`src/rtl/uart_pkg.sv`:
```
// Shared UART definitions: transmit FSM encoding, default character width,
// parity modes and the parity helper.
package uart_pkg;

   localparam int DATA_BITS_DEF = 8;

   typedef enum logic {
      PARITY_EVEN = 1'b0,
      PARITY_ODD  = 1'b1
   } parity_mode_e;

   typedef enum logic [2:0] {
      ST_IDLE   = 3'd0,
      ST_FETCH  = 3'd1,
      ST_LOAD   = 3'd2,
      ST_START  = 3'd3,
      ST_DATA   = 3'd4,
      ST_PARITY = 3'd5,
      ST_STOP   = 3'd6
   } tx_state_e;

   // data_xor is the XOR reduction of the character bits
   function automatic logic parity_bit(input logic data_xor, input parity_mode_e mode);
      return (mode == PARITY_ODD) ? ~data_xor : data_xor;
   endfunction

endpackage

```
`src/rtl/uart_baud_counter.sv`:
```
// Bit-period down-counter: reloads the divisor on load and at every bit end,
// and flags the last cycle of each bit period.
module uart_baud_counter #(
   parameter int DIV_WIDTH = 16
) (
   input  logic                 clk,
   input  logic                 reset,
   input  logic                 load,
   input  logic                 run,
   input  logic [DIV_WIDTH-1:0] div,
   output logic                 bit_end
);

   logic [DIV_WIDTH-1:0] cnt_q, cnt_d;

   always_comb begin
      cnt_d   = cnt_q;
      bit_end = run && (cnt_q == '0);
      if (load) begin
         cnt_d = div;
      end else if (run) begin
         cnt_d = bit_end ? div : cnt_q - DIV_WIDTH'(1);
      end
   end

   always_ff @(posedge clk or posedge reset) begin
      if (reset) begin
         cnt_q <= '0;
      end else begin
         cnt_q <= cnt_d;
      end
   end

endmodule

```
`src/rtl/uart_tx_sequencer.sv`:
```
// UART transmit sequencer: pops one byte per character from the TX FIFO and
// serializes start, data (LSB first), optional parity and 1/2 stop bits on txd.
module uart_tx_sequencer
   import uart_pkg::*;
#(
   parameter int DATA_BITS = DATA_BITS_DEF,
   parameter int DIV_WIDTH = 16
) (
   input  logic                 clk,
   input  logic                 reset,
   input  logic                 enable,
   input  logic [DIV_WIDTH-1:0] baud_div,
   input  logic                 parity_en,
   input  logic                 parity_odd,
   input  logic                 stop2,
   input  logic                 fifo_empty,
   output logic                 fifo_rd_en,
   input  logic [DATA_BITS-1:0] fifo_data,
   output logic                 txd,
   output logic                 busy,
   output logic                 tx_done
);

   localparam int CNT_W = (DATA_BITS > 1) ? $clog2(DATA_BITS) : 1;
   localparam logic [CNT_W-1:0] LAST_BIT = CNT_W'(DATA_BITS - 1);

   tx_state_e            state_q, state_d;
   logic                 txd_q, txd_d;
   logic                 fifo_rd_en_q, fifo_rd_en_d;
   logic                 tx_done_q, tx_done_d;
   logic [CNT_W-1:0]     bit_cnt_q, bit_cnt_d;
   logic                 stop_cnt_q, stop_cnt_d;

   logic [DATA_BITS-1:0] shift_q, shift_d;
   logic                 parity_q, parity_d;
   logic                 par_en_q, par_en_d;
   logic                 stop2_q, stop2_d;
   logic [DIV_WIDTH-1:0] div_q, div_d;

   logic                 baud_load;
   logic                 baud_run;
   logic [DIV_WIDTH-1:0] baud_div_sel;
   logic                 bit_end;

   // The divisor is latched during LOAD, so the counter takes the live value then.
   assign baud_load    = (state_q == ST_LOAD);
   assign baud_run     = (state_q == ST_START) || (state_q == ST_DATA) ||
                         (state_q == ST_PARITY) || (state_q == ST_STOP);
   assign baud_div_sel = baud_load ? baud_div : div_q;

   uart_baud_counter #(
      .DIV_WIDTH (DIV_WIDTH)
   ) u_baud (
      .clk     (clk),
      .reset   (reset),
      .load    (baud_load),
      .run     (baud_run),
      .div     (baud_div_sel),
      .bit_end (bit_end)
   );

   // txd_d always carries the level of the bit that begins next cycle.
   always_comb begin
      state_d      = state_q;
      txd_d        = txd_q;
      fifo_rd_en_d = 1'b0;
      tx_done_d    = 1'b0;
      bit_cnt_d    = bit_cnt_q;
      stop_cnt_d   = stop_cnt_q;
      shift_d      = shift_q;
      parity_d     = parity_q;
      par_en_d     = par_en_q;
      stop2_d      = stop2_q;
      div_d        = div_q;

      case (state_q)
         ST_IDLE: begin
            txd_d = 1'b1;
            if (enable && !fifo_empty) begin
               state_d      = ST_FETCH;
               fifo_rd_en_d = 1'b1;
            end
         end
         ST_FETCH: begin
            state_d = ST_LOAD;
         end
         ST_LOAD: begin
            shift_d    = fifo_data;
            div_d      = baud_div;
            par_en_d   = parity_en;
            stop2_d    = stop2;
            parity_d   = parity_bit(^fifo_data, parity_mode_e'(parity_odd));
            bit_cnt_d  = '0;
            stop_cnt_d = 1'b0;
            state_d    = ST_START;
            txd_d      = 1'b0;
         end
         ST_START: begin
            if (bit_end) begin
               state_d = ST_DATA;
               txd_d   = shift_q[0];
            end
         end
         ST_DATA: begin
            if (bit_end) begin
               shift_d = shift_q >> 1;
               if (bit_cnt_q == LAST_BIT) begin
                  bit_cnt_d = '0;
                  if (par_en_q) begin
                     state_d = ST_PARITY;
                     txd_d   = parity_q;
                  end else begin
                     state_d = ST_STOP;
                     txd_d   = 1'b1;
                  end
               end else begin
                  bit_cnt_d = bit_cnt_q + CNT_W'(1);
                  txd_d     = shift_d[0];
               end
            end
         end
         ST_PARITY: begin
            if (bit_end) begin
               state_d = ST_STOP;
               txd_d   = 1'b1;
            end
         end
         ST_STOP: begin
            if (bit_end) begin
               if (stop2_q && !stop_cnt_q) begin
                  stop_cnt_d = 1'b1;
               end else begin
                  stop_cnt_d = 1'b0;
                  state_d    = ST_IDLE;
                  tx_done_d  = 1'b1;
                  txd_d      = 1'b1;
               end
            end
         end
         default: begin
            state_d = ST_IDLE;
            txd_d   = 1'b1;
         end
      endcase
   end

   always_ff @(posedge clk or posedge reset) begin
      if (reset) begin
         state_q      <= ST_IDLE;
         txd_q        <= 1'b1;
         fifo_rd_en_q <= 1'b0;
         tx_done_q    <= 1'b0;
         bit_cnt_q    <= '0;
         stop_cnt_q   <= 1'b0;
      end else begin
         state_q      <= state_d;
         txd_q        <= txd_d;
         fifo_rd_en_q <= fifo_rd_en_d;
         tx_done_q    <= tx_done_d;
         bit_cnt_q    <= bit_cnt_d;
         stop_cnt_q   <= stop_cnt_d;
      end
   end

   // Character data and per-frame configuration are always rewritten in LOAD.
   always_ff @(posedge clk) begin
      shift_q  <= shift_d;
      parity_q <= parity_d;
      par_en_q <= par_en_d;
      stop2_q  <= stop2_d;
      div_q    <= div_d;
   end

   assign txd        = txd_q;
   assign fifo_rd_en = fifo_rd_en_q;
   assign tx_done    = tx_done_q;
   assign busy       = (state_q != ST_IDLE);

endmodule

```
`config.mk`:
```
export PLATFORM = sky130hd
export DESIGN_NAME = uart_tx_sequencer
export DESIGN_NICKNAME = d
export VERILOG_FILES = /design/src/rtl/uart_pkg.sv /design/src/rtl/uart_baud_counter.sv /design/src/rtl/uart_tx_sequencer.sv
export SDC_FILE = /design/constraint.sdc
export NUM_CORES = 1
export LEC_CHECK = 0
export CAP_MARGIN = 25
export CORE_MARGIN = 3
export CORE_UTILIZATION = 25
export CTS_CLUSTER_SIZE = 12
export DETAILED_ROUTE_END_ITERATION = 8
export GPL_ROUTABILITY_DRIVEN = 1
export GPL_TIMING_DRIVEN = 1
export PLACE_DENSITY = 0.53
export SYNTH_ARGS = -nofsm -noshare
export SYNTH_HDL_FRONTEND = slang
export SYNTH_HIERARCHICAL = 1
export SYNTH_SLANG_ARGS = --single-unit
```
`constraint.sdc`:
```
create_clock -name clk -period 3.6 [get_ports clk]
set_input_delay 0.72 -clock clk [delete_from_list [all_inputs] [get_ports clk]]
set_output_delay 0.72 -clock clk [all_outputs]
set_load 0.05 [all_outputs]
```
# == Word level (Yosys, flattened, before mapping) ==
# Index checks and enable logic that the tools add are counted.
# word_totals
ff_bits,53
latchBits,0
mem_bits_ro,0
elab_cells,84
mem_bits_rw,0
n_memories,0
# op_classes
n_div,0
shifts,0
order_cmp,0
eq_ne,14
bitwise_logic,2
n_reduce_logical,19
add_sub_neg,2
muxes,35
multipliers,0
# ops
cell,n
$mux 16,4
$mux 3,9
$pmux 3 s7,1
$logic_not 16->1,1
$pmux 8 s2,1
$sub 16x1->16 const B,1
$mux 1,15
$eq 3x3->1 const B,4
$ne 2x2->1 const B,6
$mux 8,1
$reduce_xor 8->1,1
$reduce_and 7->1,1
$eq 3x2->1 const B,2
$pmux 1 s6,1
$pmux 3 s2,1
$reduce_and 6->1,1
$reduce_bool 2->1,3
$reduce_and 2->1,2
$add 3x1->3 const B,1
$eq 3x1->1 const B,1
$logic_and 1x1->1,3
$logic_not 3->1,1
$logic_or 1x1->1,3
$reduce_bool 3->1,1
5 further kinds,7

# == Depth between registers and ports, before layout ==
# Gate-level depths: netlist (run 1).
# depth
word_depth,8
depth_mapped,11

# == Cells and area by module ==
# Netlist (run 1), hierarchy kept.
# modules_own_cells
mod,cells_each,seq_area_each_um2,area_each_um2,n_inst
uart_tx_sequencer,133,902.1,1750.4,1
uart_baud_counter,116,400.4,1053.5,1

# == Worst setup path after synthesis (run 1) ==
# Ideal clock, no wire load.
# synth_timing
kind,flip-flop to flip-flop
startpoint,reg u_baud.cnt_q[6]
endpoint,reg shift_q[0] (enable)
setup_slack_ns,0.987
path_buffers,1
stages_incl_launch_ff,9
setup_ns,0.370
arrival_ns,2.243
synth_period_minus_slack_ns,2.613
cell_sequence,dfrtp_1 -> or3_4 -> nor4_4 -> nand4_1 -> inv_1 -> buf_2 -> nand2_1 -> o21a_1 -> nor2_1
# synth_via
elab_chain_len,4
# synth_lines
element,line_no,rtl
"start, declared",uart_baud_counter.sv:14,"logic [DIV_WIDTH-1:0] cnt_q, cnt_d;"
"start signal, assigned",uart_baud_counter.sv:30,cnt_q <= cnt_d;
$logic_not 16->1,uart_baud_counter.sv:18,bit_end = run && (cnt_q == '0);
$logic_and 1x1->1,uart_baud_counter.sv:18,
via bit_end,uart_tx_sequencer.sv:43,logic bit_end;
$ne 2x2->1 (no line),-,
$reduce_and 2->1 (no line),-,
"end signal, assigned",uart_tx_sequencer.sv:167,shift_q <= shift_d;
"end, declared",uart_tx_sequencer.sv:34,"logic [DATA_BITS-1:0] shift_q, shift_d;"
# The timed path passes the listed nets, and every way through them passes these cells.
# A chain may end at the register's enable or synchronous reset.

# == Final worst setup path (run 1) ==
# layout_timing
startpoint,reg state_q[1]
endpoint,reg shift_q[2] (enable)
# layout_via
elab_chain_len,7
word_cells_on_any_way,12
cone_classes,eq/ne: 6; reduce/logical: 6
# layout_lines
element,line_no,rtl
"start, declared",uart_tx_sequencer.sv:27,"tx_state_e state_q, state_d;"
"start signal, assigned",uart_tx_sequencer.sv:156,state_q <= state_d;
$eq 3x2->1 / $eq 3x3->1 (equally long branches),uart_tx_sequencer.sv:47,assign baud_run = (state_q == ST_START) || (state_q == ST_DATA) ||
$logic_or 1x1->1 (2 in a row),uart_tx_sequencer.sv:47,
$logic_or 1x1->1 *,uart_tx_sequencer.sv:48,(state_q == ST_PARITY) || (state_q == ST_STOP);
via baud_run,uart_tx_sequencer.sv:41,logic baud_run;
$logic_and 1x1->1 *,uart_baud_counter.sv:18,
via bit_end,uart_tx_sequencer.sv:43,
$ne 2x2->1 (no line) *,-,
$reduce_and 2->1 (no line) *,-,
# The timed path passes the listed nets; every way through them passes the cells marked *.

==> flow_summary.ini, run 1 <==
[outcome]
status = finished, final reports clean

[pwr]
p_sw_uw = 564
p_per_area_nw_per_um2 = 534
power_mw = 1.80
total_leakage_power_nw = 1.30
power_frac_comb_pct = 26.8
p_int_mw = 1.24
power.share.clock_pct = 22.2
power_switching_share_pct = 31.3
ir_drop_mv = 0.181
seqPwrFrac_pct = 51.1

[setup_path]
critPathLaunchType = flop
slowest_stage = dfrtp_1
end_kind = flop
path_max_fanout = 17
timing.rr.start = state_q[1]
critPathArrivalTime_ns = 2.88
cpPeakStageDelay_ns = 0.67
path_common_cell = nand2_1
critPathLaunch = state_q[1]
crit_type = flop to flop
cp.required_ns = 3.61
worstPathCellList = nand2_1 -> xnor2_1 -> buf_4 -> nand2_1 -> inv_1 -> nand4_1 -> inv_1 -> nand2_1 -> o21a_1 -> nor2_1 -> buf_4

[finish]
final_cells = 424
diodes = 0
final_nets = 317
drive_above_1_share_pct = 17.6
final_common_cell = clkdlybuf4s50_1
fill_cells = 1114
area_growth_syn_to_layout_pct = 20.4
final_util_pct = 31.0
final_cell_mix = clkdlybuf4s50_1 (34), dfrtp_1 (25), mux2_4 (16), dfxtp_1 (16), nand2_1 (14)

[clocking]
clkTransAtPathRegs_ns = 0.10
cts_tree = built
clk_path_buf_depth = 2
clockRootBuffer = clkbuf_8
ctsHoldBuffers = 0
htree_levels = 2
clk_latency_ns = 0.31
cts_buffers = 5
clock-sinks = 53
post_cts_buffers = 0
cts.repair.resized = 0

[sta]
fin_setup_tns_ns = 0
setup_viol = 0
hold_violations = 0
min_period_ns = 2.87
fin_ws_ns = 0.732
finalMaxSlewViolations = 0
slew_headroom_pct = 52.9
fmax_mhz = 349
finalCritPeriodShare_pct = 79.7
rsz0062_at_grt = false
tightest_slew_ns = 0.704
skew_ns = 0.0127

[logic_synthesis]
yosysTopAreaCell = dfrtp_1
yosys.area.top_type_share_pct = 22.3
syn_area_um2 = 2800
synthArstFlopShare_pct = 49.1
ys.flop_type = dfrtp_1
ys_seq_elements = 53
avgSynthCellArea_um2 = 11.3
synth_warnings = 6
synthTopCellsByArea = dfrtp_1 (22%), edfxtp_1 (12%), dfxtp_1 (11%), mux2_4 (8.6%), mux2_2 (4.0%)
synth_edf_count = 11
synthesis.instances = 249
syn_nets = 283
ys_types = 65
ys_seq_area_share_pct = 46.5

[route]
post-route-drc-count = 0
drtIter0Drc = 130
antenna_left = 0
wire_per_inst_um = 13.8
vias_per_cell = 4.65
vias = 1970
drt_wl_total_mm = 5.86
dr.pass1.iters = 4

[global_routing]
grt_pass1_vias = 1945
grt_first_pass_wirelength_mm = 9.98
grt_max_degree = 19
antenna_found_initial = 0
grt.overflow.total = 0
gr-usage-all-layers_pct = 9.66

[run]
drv_cap = 0

[die]
fp.dieArea_um2 = 12500
ioPinCount = 35
initial_utilization_pct = 25.8
row_count = 38
chipHeight_um = 112
die_w_um = 112
core_area_um2 = 10900

[worst_hold_path]
min-delay-start = div_q[14]
hold_class = flop to flop

[place]
place_congestion = 0.832
portBuffers = 34
dp_hpwl_mm = 4.18
pre_cts_ws_ns = 0.788
dp.cells = 416
[registers in the layout, indices dropped and copies added (netlist names), 3 cells and up]
name          cells
div_q            16
u_baud/cnt_q     16
shift_q           8
bit_cnt_q         3
state_q           3
[final cells by class]
type	count	area (um^2)	share of cell area (%)
multi-input cells	174	1380	40.7
inverters	11	41.3	1.22
repair buffers	38	370	11.0
clock buffers	8	111	3.30
flip-flops and latches	53	1300	38.6
well taps	140	175	5.19
[per-layer routing]
layer	wire length, um	GRT usage [%]
met5	0	0
met4	73	2.92
met3	240	2.17
met2	2410	13.4
met1	3140	14.8
[stage by stage]
step	hold slack (ns)	cell area (um^2)
after floorplan	0.443	2800
after global placement	0.459	3260
after detailed placement	0.459	3260
after CTS	0.486	3380
after global routing	0.496	3380
final	0.482	3380
[critical path, delay by kind of cell (launching register included)]
| family | cells | cell delay [ns] |
|---|---|---|
| DFF | 1 | 0.67 |
| AOI/OAI and AO/OA | 1 | 0.20 |
| buffers and inverters | 4 | 0.87 |
| xor gates and xnor gates | 1 | 0.15 |
| and+or+nand+nor | 5 | 0.69 |
[final timing paths]
check	endpoint	slack, ns	cells past startpoint
max	shift_q[2]	0.73	11
min	div_q[14]	0.48	1
max reg2reg	shift_q[2]	0.73	11
min reg2reg	div_q[14]	0.48	1
max in group asynchronous	u_baud/cnt_q[13]	2.31	2
min in group asynchronous	bit_cnt_q[2]	0.75	2
[power by group through the flow]
stage                     registers, mW  clock network [mW]  logic, mW
final                             0.920               0.399      0.482
after floorplan                   0.917                   0      0.358
after global routing              0.941               0.441      0.535
after detailed placement          0.927                   0      0.485
after global placement            0.926                   0      0.480
after CTS                         0.917               0.415      0.488
[cells in the mapped netlist (all sizes together), types with 4 or more instances]
| library cell | number |
|---|---|
| a21oi | 13 |
| inv | 10 |
| nor3 | 7 |
| nor4 | 7 |
| mux2 | 26 |
| dfrtp | 25 |
| nand2b | 5 |
| nor2 | 15 |
| xor2 | 4 |
| o21ai | 10 |
| edfxtp | 11 |
| buf | 10 |
| xnor2 | 8 |
| nand2 | 14 |
| nand3 | 7 |
| a22o | 4 |
| dfxtp | 16 |
[kinds of logic after synthesis]
logic type	after synthesis	synth area share, %
and+or+nand+nor	79	17.7
buffers and inverters	22	4.51
xor gates and xnor gates	12	3.75
muxes	26	12.6
AOI/OAI and AO/OA	54	13.7
adders and majority gates	3	1.34
DFF	53	46.5
(Power assumes the default switching activity.)
==> inputs of run 2 (changes only) <==
clock period = 2.93 ns   (was 3.6 ns; I/O delays follow)
==> run 2 against run 1 <==
Clock-buffer cell count fell by 2. Critical path depth fell by 8. Die area is the same.
==> flow_summary.ini, run 2 (synthesized netlist as in run 1, its figures left out) <==
[sta]
fin_setup_tns_ns = 0
fin_ws_ns = 0.339
min_period_ns = 2.59
hold_violations = 0
skew_ns = 0.00920
hold_ws_ns = 0.482
rsz0062_at_grt = false
finalCritPeriodShare_pct = 88.4
slew_headroom_pct = 57.1
finalMaxSlewViolations = 0
tightest_slew_ns = 0.643
setup_viol = 0
fmax_mhz = 386

[finish]
area_growth_syn_to_layout_pct = 21.5
multi_input_area_um2 = 1380
fill_cells = 1109
diodes = 0
final_cell_mix = clkdlybuf4s50_1 (34), dfrtp_1 (25), mux2_4 (16), dfxtp_1 (16), nand2_1 (14)
final_nets = 322
final_common_cell = clkdlybuf4s50_1
seqCellArea_um2 = 1300
reg_top3 = div_q: 16 flops, u_baud/cnt_q: 16 flops, shift_q: 8 flops
drive_above_1_share_pct = 19.0

[route]
drtIter0Drc = 90
wire_per_inst_um = 14.0
antenna_left = 0
vias_per_cell = 4.61
dr.pass1.iters = 4
vias = 1977
drt_wl_total_mm = 6.01
post-route-drc-count = 0

[worst_hold_path]
hold_class = flop to flop

[clocking]
htree_levels = 2
ctsHoldBuffers = 0
clockRootBuffer = clkbuf_8
cts_buffers = 5
cts.repair.resized = 0
clk_path_buf_depth = 2
clock-sinks = 53
clkTransAtPathRegs_ns = 0.10
clk_latency_ns = 0.31
cts_tree = built
post_cts_buffers = 0

[pwr]
total_leakage_power_nw = 1.32
power_switching_share_pct = 32.0
p_per_area_nw_per_um2 = 647
ir_drop_mv = 0.216
p_int_mw = 1.50
power_frac_comb_pct = 27.7
power_mw = 2.20
p_sw_uw = 705
seqPwrFrac_pct = 51.1
power.share.clock_pct = 21.2

[setup_path]
endpoint = busy
timing.rr.start = u_baud/cnt_q[6]
worstPathCellList = buf_4 -> or3_1 -> clkdlybuf4s50_1
reg2reg_depth = 9
end_kind = output port
crit_type = flop to output port
critPathLaunch = state_q[0]
critPathLaunchType = flop
crit_family = buffers and inverters
reg2reg_slack_ns = 0.50
critPathArrivalTime_ns = 2.01
cp_num_buf_inv = 2
slowest_stage = clkdlybuf4s50_1
r2r-end = state_q[0]
cp.required_ns = 2.34
cpPeakStageDelay_ns = 0.72
path_max_fanout = 14
cp_num_cells = 3

[run]
drv_cap = 0

[die]
initial_utilization_pct = 25.8
ioPinCount = 35
row_count = 38
core_area_um2 = 10900
die_w_um = 112
chipHeight_um = 112
fp.dieArea_um2 = 12500

[place]
place_congestion = 0.853
portBuffers = 34
dp_hpwl_mm = 4.36
pre_cts_ws_ns = 0.554

[global_routing]
grt_max_degree = 23
gr-usage-all-layers_pct = 9.94
grt_pass1_vias = 2056
grt_first_pass_wirelength_mm = 10.2
grt.overflow.total = 0
antenna_found_initial = 0

[outcome]
status = finished, final reports clean
[run 2: final cells by class]
class	count	share of cell area, %
timing repair buffer	43	12.0
tap	140	5.14
multi-input combinational	174	40.4
clock buffer	6	2.75
clock inverter	2	0.331
inverter	11	1.21
sequential	53	38.2
[run 2: metrics by stage]
stage	instances	cell area, um^2	util (%)
floorplan	249	2800	-
global placement	421	3300	30.3
detailed placement	421	3300	30.3
CTS	429	3410	31.3
global route	429	3410	31.3
finish	429	3410	31.3
[run 2: worst min path at each step]
stage                   start      endpoint  cells after the start
finish               div_q[4]      div_q[4]                      1
global route        div_q[12]     div_q[12]                      1
CTS                  div_q[5]      div_q[5]                      1
detailed placement   div_q[8]      div_q[8]                      1
global placement    div_q[14]     div_q[14]                      1
floorplan               reset  bit_cnt_q[0]                      1
[run 2: power by group through the flow]
stage / logic [mW] / clock network (mW) / registers, mW
global route: 0.675 / 0.515 / 1.16
finish: 0.610 / 0.468 / 1.13
floorplan: 0.440 / 0 / 1.13
detailed placement: 0.615 / 0 / 1.14
global placement: 0.600 / 0 / 1.14
CTS: 0.617 / 0.490 / 1.12
[run 2: worst reg2reg max path: stages, from the launching register on]
cell	delay, ns
dfrtp_1	0.47
or3_4	0.46
nor4_4	0.30
nand4_1	0.19
inv_1	0.12
buf_4	0.20
nand3_1	0.10
mux2_2	0.26
o21ai_0	0.14
o21a_1	0.14
[run 2: per-layer routing]
layer  vias up  wire length [um]  track usage, %
met5         -                 0               0
met4         0                44            3.08
met3         2               200            2.45
met2        31              2620            15.0
met1       950              3150            14.0
li1        994                 -               -
==> inputs of run 3 (changes only) <==
CAP_MARGIN = default   (was 25)
GPL_TIMING_DRIVEN = default   (was 1)
==> results of run 3 <==
Same layout as run 2: the final DEF is identical, and so are final timing and power.
